--- src/rtl/multicycle_control.sv ---
// Main control FSM for the multicycle MIPS-subset processor: sequences each
// instruction over several cycles and drives every datapath enable and mux select.
module multicycle_control (
    input  logic       clk,
    input  logic       rst,
    input  logic [5:0] opcode,
    input  logic       mem_ready,
    output logic       PCWrite,
    output logic       PCWriteCond,
    output logic       IorD,
    output logic       MemRead,
    output logic       MemWrite,
    output logic       IRWrite,
    output logic       MemtoReg,
    output logic       ALUSrcA,
    output logic       RegWrite,
    output logic       RegDst,
    output logic [1:0] PCSource,
    output logic [1:0] ALUSrcB,
    output logic [1:0] ALUOp,
    output logic [3:0] state,
    output logic       instr_done,
    output logic       illegal_op
);

    typedef enum logic [3:0] {
        FETCH   = 4'd0,
        DECODE  = 4'd1,
        MEMADR  = 4'd2,
        MEMRD   = 4'd3,
        MEMWB   = 4'd4,
        MEMWR   = 4'd5,
        EXECUTE = 4'd6,
        ALUWB   = 4'd7,
        BRANCH  = 4'd8,
        JUMP    = 4'd9,
        ADDIEX  = 4'd10,
        ADDIWB  = 4'd11
    } state_t;

    typedef struct packed {
        logic       pc_write;
        logic       pc_write_cond;
        logic       ior_d;
        logic       mem_read;
        logic       mem_write;
        logic       memto_reg;
        logic       alu_src_a;
        logic       reg_write;
        logic       reg_dst;
        logic [1:0] pc_source;
        logic [1:0] alu_src_b;
        logic [1:0] alu_op;
        logic       done;
    } ctrl_t;

    localparam logic [5:0] OP_RTYPE = 6'b000000;
    localparam logic [5:0] OP_LW    = 6'b100011;
    localparam logic [5:0] OP_SW    = 6'b101011;
    localparam logic [5:0] OP_BEQ   = 6'b000100;
    localparam logic [5:0] OP_J     = 6'b000010;
    localparam logic [5:0] OP_ADDI  = 6'b001000;

    state_t cur_state;
    state_t next_state;
    ctrl_t  ctrl;
    logic   op_legal;
    logic   fetch_grant;

    // Moore control word for a state; the fetch-time PC/IR write is added later
    // because it depends on mem_ready in the same cycle.
    function automatic ctrl_t decode(input state_t s);
        ctrl_t c;
        c = '0;
        case (s)
            FETCH: begin
                c.mem_read  = 1'b1;
                c.alu_src_b = 2'b01;
            end
            DECODE:  c.alu_src_b = 2'b11;
            MEMADR, ADDIEX: begin
                c.alu_src_a = 1'b1;
                c.alu_src_b = 2'b10;
            end
            MEMRD: begin
                c.mem_read = 1'b1;
                c.ior_d    = 1'b1;
            end
            MEMWB: begin
                c.memto_reg = 1'b1;
                c.reg_write = 1'b1;
                c.done      = 1'b1;
            end
            MEMWR: begin
                c.mem_write = 1'b1;
                c.ior_d     = 1'b1;
            end
            EXECUTE: begin
                c.alu_src_a = 1'b1;
                c.alu_op    = 2'b10;
            end
            ALUWB: begin
                c.reg_dst   = 1'b1;
                c.reg_write = 1'b1;
                c.done      = 1'b1;
            end
            ADDIWB: begin
                c.reg_write = 1'b1;
                c.done      = 1'b1;
            end
            BRANCH: begin
                c.alu_src_a     = 1'b1;
                c.alu_op        = 2'b01;
                c.pc_write_cond = 1'b1;
                c.pc_source     = 2'b01;
                c.done          = 1'b1;
            end
            JUMP: begin
                c.pc_write  = 1'b1;
                c.pc_source = 2'b10;
                c.done      = 1'b1;
            end
            default: c = '0;
        endcase
        return c;
    endfunction

    always_comb begin
        op_legal = (opcode == OP_RTYPE) || (opcode == OP_LW) || (opcode == OP_SW) ||
                   (opcode == OP_BEQ)   || (opcode == OP_J)  || (opcode == OP_ADDI);
    end

    // Next-state logic; unused encodings fall back to FETCH.
    always_comb begin
        next_state = FETCH;
        case (cur_state)
            FETCH:   next_state = mem_ready ? DECODE : FETCH;
            DECODE: begin
                case (opcode)
                    OP_LW, OP_SW: next_state = MEMADR;
                    OP_RTYPE:     next_state = EXECUTE;
                    OP_BEQ:       next_state = BRANCH;
                    OP_J:         next_state = JUMP;
                    OP_ADDI:      next_state = ADDIEX;
                    default:      next_state = FETCH;
                endcase
            end
            MEMADR:  next_state = (opcode == OP_SW) ? MEMWR : MEMRD;
            MEMRD:   next_state = mem_ready ? MEMWB : MEMRD;
            MEMWR:   next_state = mem_ready ? FETCH : MEMWR;
            EXECUTE: next_state = ALUWB;
            ADDIEX:  next_state = ADDIWB;
            default: next_state = FETCH;
        endcase
    end

    // State, registered control word (decoded from the state being entered) and sticky illegal flag.
    always_ff @(posedge clk) begin
        if (rst) begin
            cur_state  <= FETCH;
            ctrl       <= decode(FETCH);
            illegal_op <= 1'b0;
        end else begin
            cur_state <= next_state;
            ctrl      <= decode(next_state);
            if (cur_state == DECODE && !op_legal) begin
                illegal_op <= 1'b1;
            end
        end
    end

    // Write enables are masked by rst so an aborted instruction never commits.
    always_comb begin
        fetch_grant = (cur_state == FETCH) && mem_ready;
        PCWrite     = (ctrl.pc_write | fetch_grant) & ~rst;
        IRWrite     = fetch_grant & ~rst;
        PCWriteCond = ctrl.pc_write_cond & ~rst;
        MemRead     = ctrl.mem_read & ~rst;
        MemWrite    = ctrl.mem_write & ~rst;
        RegWrite    = ctrl.reg_write & ~rst;
        IorD        = ctrl.ior_d;
        MemtoReg    = ctrl.memto_reg;
        ALUSrcA     = ctrl.alu_src_a;
        RegDst      = ctrl.reg_dst;
        PCSource    = ctrl.pc_source;
        ALUSrcB     = ctrl.alu_src_b;
        ALUOp       = ctrl.alu_op;
        state       = cur_state;
        instr_done  = ctrl.done | ((cur_state == MEMWR) && mem_ready) |
                      ((cur_state == DECODE) && !op_legal);
    end

endmodule

--- config.mk ---
export PLATFORM = sky130hd
export DESIGN_NAME = multicycle_control
export DESIGN_NICKNAME = d
export VERILOG_FILES = /design/src/rtl/multicycle_control.sv
export SDC_FILE = /design/constraint.sdc
export NUM_CORES = 1
export LEC_CHECK = 0
export CAP_MARGIN = 15
export CORE_MARGIN = 1
export CORE_UTILIZATION = 45
export DETAILED_ROUTE_END_ITERATION = 8
export PLACE_DENSITY_LB_ADDON = 0.1
export SETUP_SLACK_MARGIN = 0.15
export SLEW_MARGIN = 20
export SYNTH_ARGS = -nofsm -noshare
export SYNTH_HDL_FRONTEND = slang
export SYNTH_SLANG_ARGS = --single-unit
--- constraint.sdc ---
create_clock -name clk -period 2.3 [get_ports clk]
set_input_delay 0.345 -clock clk [delete_from_list [all_inputs] [get_ports clk]]
set_output_delay 0.345 -clock clk [all_outputs]
set_load 0.005 [all_outputs]
==> flow_metrics.env, run 1 <==
export IMPL_start_kind="primary input"
export IMPL_rsz0062_at_grt="yes"
export IMPL_clock_sinks=18
export IMPL_postSynthAreaPerCell_um2=8.72
export IMPL_synth_area_mm2=0.00101
export IMPL_syn_nets=125
export IMPL_crit_path_end_kind="flop"
export IMPL_post_dp_cell_area_mm2=0.00136
export IMPL_yosys_warnings=0
export IMPL_firstDrtPassIters=4
export IMPL_vias=1018
export IMPL_numCtsBuffers=3
export IMPL_finalMaxSlewViolations=0
export IMPL_die_h_um=49.4
export IMPL_crit_type="in -> reg"
export IMPL_drtAntennaViolNets=0
export IMPL_die_w_um=49.4
export IMPL_synthCells=116
export IMPL_period_share_pct=91.0
export IMPL_drive_gt1_share_pct=30.1
export IMPL_final_nets=173
export IMPL_crit_path_cell_trace="clkdlybuf4s50_1 -> buf_4 -> and3_1 -> a21oi_2 -> o21ai_2 -> buf_4 -> buf_4 -> buf_4 -> buf_4 -> buf_4 -> buf_4 -> buf_4 -> a21oi_1"
export IMPL_fin_util_pct=74.8
export IMPL_irDropWorstVdd_v=0.000462
export IMPL_grt_pass1_wl_mm=4.17
export IMPL_synth_top_family_by_area="simple AND/OR/NAND/NOR gates"
export IMPL_die_area_mm2=0.00244
export IMPL_fp_row_count=16
export IMPL_antennaDiodeCount=0
export IMPL_layout_commonest_cell="buf_4"
export IMPL_path_clk_slew_ns=0.10
export IMPL_crit_path_top_delay_cell="clkdlybuf4s50_1"
export IMPL_crit_family="buffers and inverters"
export IMPL_cts_htree_levels=1
export IMPL_tightest_slew_ns=0.458
export IMPL_clock_latency_ns=0.29
export IMPL_area_growth_pct=51.1
export IMPL_wl_mm=2.58
export IMPL_initial_core_util_pct=49.5
export IMPL_port_buffers=30
export IMPL_stdcell_area_mm2=0.00153
export IMPL_grt_pass1_vias=941
export IMPL_grt_max_degree=14
export IMPL_synth_edf_count=0
export IMPL_viasPerCell=5.36
export IMPL_power_leakage_nw=0.636
export IMPL_cp_common_cell="buf_4"
export IMPL_place_congestion=0.824
export IMPL_synthFlopType="dfxtp_1"
export IMPL_finClkSkew_ns=0.00411
export IMPL_dp_final_hpwl_mm=1.72
export IMPL_io_pins=31
export IMPL_path_buf_inv=9
export IMPL_layout_common_cells="27 x buf_4, 26 x clkdlybuf4s50_1, 16 x dfxtp_1"
export IMPL_seqCellArea_um2=363
export IMPL_routedWlPerCell_um=13.6
export IMPL_status="completed"
export IMPL_synth_xor_xnor_area_share_pct=1.73
export IMPL_power_w=0.000657
export IMPL_multiInputGateArea_um2=577
export IMPL_cts_hold_fix_buffers=0
export IMPL_core_area_mm2=0.00204
export IMPL_cts_root_buffer="clkbuf_4"
export IMPL_setup_violations=0
export IMPL_overflow=0
export IMPL_synth_yosys_seq_area_share_pct=35.6
export IMPL_p_per_area_mw_per_mm2=430
export IMPL_synth_mux_area_fraction_pct=0
export IMPL_relSlewSlack_pct=69.2
export IMPL_cpPeakStageDelay_ns=0.43
export IMPL_min_period_ns=2.09
export IMPL_fillerInstances=160
export IMPL_synth_adder_area_share_pct=0.990
export IMPL_grt_total_usage_pct=22.2
export IMPL_cts_buffer_depth=2
export IMPL_critical_path_required_ns=2.53
export IMPL_max_freq_mhz=478
export IMPL_yosys_register_bits=18
export IMPL_grt_antenna_before_repair=0
export IMPL_worst_hold_path_type="reg -> reg"
export IMPL_final_hold_violation_count=0
export IMPL_cts_tree="yes"
export IMPL_cap_violations=0
export IMPL_drt_initial_drc_count=32
export IMPL_synth_compound_gate_area_share_pct=20.0
export IMPL_cp_max_fo=7
export IMPL_yosys_area_share_simple_pct=30.4
export IMPL_r2r_setup_slack_ns=0.24
export IMPL_ys_types=46
export IMPL_drc=0
export IMPL_async_flop_share_pct=0
export IMPL_crit_arrival_ns=2.32
## timing repair
action / 4_1_cts / 5_1_grt
hold endpoints to repair: 0 / 0
setup buffers: 10 / 2
resized for setup: 6 / 12
endpoints found under the setup margin: 3 / 3
pin swaps: 2 / 5
## path summary, 6_finish.rpt
path / from / to / cells past startpoint
setup / recovery: opcode[1] / illegal_op / 13
hold / removal: illegal_op / illegal_op / 2
hold reg to reg: illegal_op / illegal_op / 2
setup reg to reg: state[0] / illegal_op / 10
## report_power, final
group / switching, W / internal [W]
Combinational: 0.0000582 / 0.0000825
Sequential: 0.00000608 / 0.000319
Clock: 0.0000949 / 0.0000964
Total: 0.000159 / 0.000497
## cell type report
| class | count | share of cell area [%] |
|---|---|---|
| clock buffer | 4 | 2.38 |
| inverter | 5 | 1.23 |
| multi-input combinational | 79 | 37.8 |
| sequential | 18 | 23.8 |
| tap | 27 | 2.21 |
| timing repair buffer | 57 | 32.7 |
## metal layers
metal	GRT usage, %	wire length (um)	vias to the layer above
met5	0	0	-
met4	3.81	6	0
met1	27.4	1090	462
li1	-	-	505
met3	4.98	168	2
met2	39.5	1310	49
## flip-flops by register name (all words and copies together) (netlist names)
name        count
RegDst          1
ALUSrcB         2
IorD            1
state           4
illegal_op      1
ALUOp           2
ctrl            5
MemtoReg        1
ALUSrcA         1
## worst reg2reg max path: cells and delay by family, from the launching register on
kind                   cells  cell delay (ns)
buffers and inverters      7             0.86
AND/OR/NAND/NOR            1             0.32
AO/OA/AOI/OAI              2             0.24
flip-flops                 1             0.57
## through the flow
stage               setup slack, ns  hold WS [ns]  setup TNS (ns)  instances
finish                        0.206         0.485               0        190
global route                  0.106         0.509               0        190
CTS                          0.0586         0.460               0        188
detailed placement           -0.165         0.445          -0.165        174
global placement             -0.157         0.441          -0.157        174
floorplan                     0.570         0.442               0        116
## synthesized netlist by cell type (2+ instances only)
| master | n | share of area (%) |
|---|---|---|
| nor3_1 | 7 | 3.5 |
| inv_1 | 5 | 1.9 |
| nor4b_1 | 3 | 2.6 |
| o211ai_1 | 3 | 2.2 |
| buf_6 | 2 | 2.2 |
| a21oi_1 | 6 | 3.0 |
| buf_2 | 2 | 0.99 |
| clkbuf_1 | 2 | 0.74 |
| a311oi_1 | 2 | 1.7 |
| dfxtp_1 | 18 | 36 |
| nand2_1 | 6 | 2.2 |
| nor2_1 | 12 | 4.5 |
| nor2b_1 | 8 | 5.0 |
| o21ai_0 | 3 | 1.5 |
| buf_4 | 6 | 4.5 |
## kinds of logic after synthesis
group,Yosys count
AOI/OAI and AO/OA,26
adders and majority gates,1
and+or+nand+nor,50
DFF,18
buffers and inverters,19
xor gates and xnor gates,2
Power figures use the tool's default switching activity.
==> inputs of run 2 (changes only) <==
Settings changed: CAP_MARGIN 15 to unset.
==> results of run 2 <==
No change in the layout: final DEF, timing and power equal those of run 1.
==> inputs of run 3 (changes only) <==
Settings changed: CORE_UTILIZATION 45 to 35.
==> flow_metrics.env, run 3 (synthesized netlist as in run 1, its figures left out) <==
export IMPL_die_w_um=55.7
export IMPL_die_h_um=55.7
export IMPL_antennaDiodeCount=0
export IMPL_pwr_share_seq_pct=50.3
export IMPL_grt_pass1_wl_mm=4.00
export IMPL_crit_path_cell_trace="or2_4 -> nor4b_2 -> buf_4 -> nor2b_1 -> dlygate4sd2_1"
export IMPL_max_freq_mhz=494
export IMPL_viasPerCell=5.19
export IMPL_dp_final_hpwl_mm=1.91
export IMPL_wl_met1_mm=1.18
export IMPL_grt_antenna_before_repair=0
export IMPL_cts_root_buffer="clkbuf_4"
export IMPL_crit_arrival_ns=1.68
export IMPL_initial_core_util_pct=36.7
export IMPL_period_share_pct=88.0
export IMPL_finalMaxSlewViolations=0
export IMPL_die_area_mm2=0.00311
export IMPL_wl_mm=2.48
export IMPL_clock_latency_ns=0.30
export IMPL_cap_violations=0
export IMPL_dr_wl_met3_um=118
export IMPL_start_kind="flop"
export IMPL_tightest_slew_ns=0.418
export IMPL_power_leakage_nw=0.606
export IMPL_setup_violations=0
export IMPL_place_congestion=0.817
export IMPL_io_pins=31
export IMPL_drive_gt1_share_pct=26.1
export IMPL_largest_reg_flops=5
export IMPL_core_area_mm2=0.00276
export IMPL_grt_pass1_vias=926
export IMPL_top_register="ctrl"
export IMPL_status="completed"
export IMPL_place_ws_ns=-0.124
export IMPL_cts_htree_levels=1
export IMPL_critical_path_required_ns=1.96
export IMPL_grt_max_degree=13
export IMPL_cp_max_fo=4
export IMPL_crit_type="reg -> out"
export IMPL_finClkSkew_ns=0.00727
export IMPL_min_period_ns=2.02
export IMPL_irDropWorstVdd_v=0.000496
export IMPL_fp_row_count=19
export IMPL_routedWlPerCell_um=12.9
export IMPL_worst_hold_path_type="reg -> reg"
export IMPL_firstDrtPassIters=4
export IMPL_crit_path_top_delay_cell="dfxtp_1"
export IMPL_overflow=0
export IMPL_top_layer="met4"
export IMPL_final_hold_violation_count=0
export IMPL_p_switching_w=0.000157
export IMPL_relSlewSlack_pct=72.0
export IMPL_fillerInstances=250
export IMPL_swShare_pct=24.3
export IMPL_power_w=0.000644
export IMPL_path_clk_slew_ns=0.10
export IMPL_rsz0062_at_grt="no"
export IMPL_vias=996
export IMPL_drc=0
export IMPL_intPower_w=0.000487
export IMPL_crit_path_end_kind="output port"
export IMPL_cts_buffer_depth=2
export IMPL_port_buffers=30
export IMPL_cpPeakStageDelay_ns=0.33
export IMPL_worst_slack_ns=0.276
export IMPL_routed_wl_met2_mm=1.15
export IMPL_drt_initial_drc_count=15
export IMPL_clock_sinks=18
export IMPL_numCtsBuffers=3
export IMPL_layout_common_cells="27 x clkdlybuf4s50_1, 25 x buf_4, 18 x dfxtp_1"
export IMPL_area_growth_pct=47.2
export IMPL_cts_tree="yes"
export IMPL_combPwrFrac_pct=19.4
export IMPL_final_nets=171
export IMPL_grt_total_usage_pct=16.2
export IMPL_drtAntennaViolNets=0
export IMPL_pwr_share_clk_pct=30.2
export IMPL_layout_commonest_cell="clkdlybuf4s50_1"
export IMPL_p_per_area_mw_per_mm2=433
run 3: metal layers:
metal	up-vias	track usage (%)
li1	495	-
met2	28	27.4
met1	469	20.7
met3	4	4.42
met4	0	3.21
met5	-	0
run 3: worst paths after layout:
| kind | end | slack [ns] | from | cells after the start |
|---|---|---|---|---|
| worst min register to register | illegal_op | 0.45 | illegal_op | 2 |
| worst min-delay path | illegal_op | 0.45 | illegal_op | 2 |
| worst max-delay path | IRWrite | 0.28 | state[2] | 5 |
| worst max register to register | IorD | 0.37 | state[1] | 5 |
run 3: power by group through the flow:
stage	clock [W]	combinational (W)	sequential, W
5_1_grt	0.000208	0.000136	0.000325
2_1_floorplan	0	0.0000536	0.000328
4_1_cts	0.000197	0.000125	0.000324
6_report	0.000195	0.000125	0.000324
3_3_place_gp	0	0.000117	0.000331
3_5_place_dp	0	0.000119	0.000331
run 3: layout make-up:
type / instances / area, um^2 / share of cell area (%)
inverters: 5 / 18.8 / 1.26
well taps: 31 / 38.8 / 2.61
flip-flops and latches: 18 / 360 / 24.2
repair buffers: 55 / 480 / 32.3
clock buffers: 4 / 36.3 / 2.44
multi-input cells: 79 / 553 / 37.2
run 3: repair_timing:
item | 4_1_cts | 5_1_grt
hold buffers | 0 | 0
pin swaps | 1 | 1
gates resized for setup | 6 | 4
setup buffers | 4 | 0
setup endpoints to repair | 3 | 1
gates cloned | 0 | 0
hold endpoints to repair | 0 | 0
run 3: worst max-delay path, delay by kind of cell, from the launching register on:
family / cells / cell delay (ns)
simple gates: 3 / 0.64
buf+inv: 2 / 0.42
flops: 1 / 0.33
run 3: per-stage QoR:
stage | TNS, ns | std cells | util, % | hold WS, ns | instance area [um^2]
4_1_cts | 0 | 192 | 53.9 | 0.464 | 1490
6_report | 0 | 192 | 53.9 | 0.455 | 1490
2_1_floorplan | 0 | 116 | - | 0.442 | 1010
3_5_place_dp | -0.137 | 184 | 51.3 | 0.447 | 1410
5_1_grt | 0 | 192 | 53.9 | 0.484 | 1490
3_3_place_gp | -0.114 | 184 | 51.3 | 0.433 | 1410
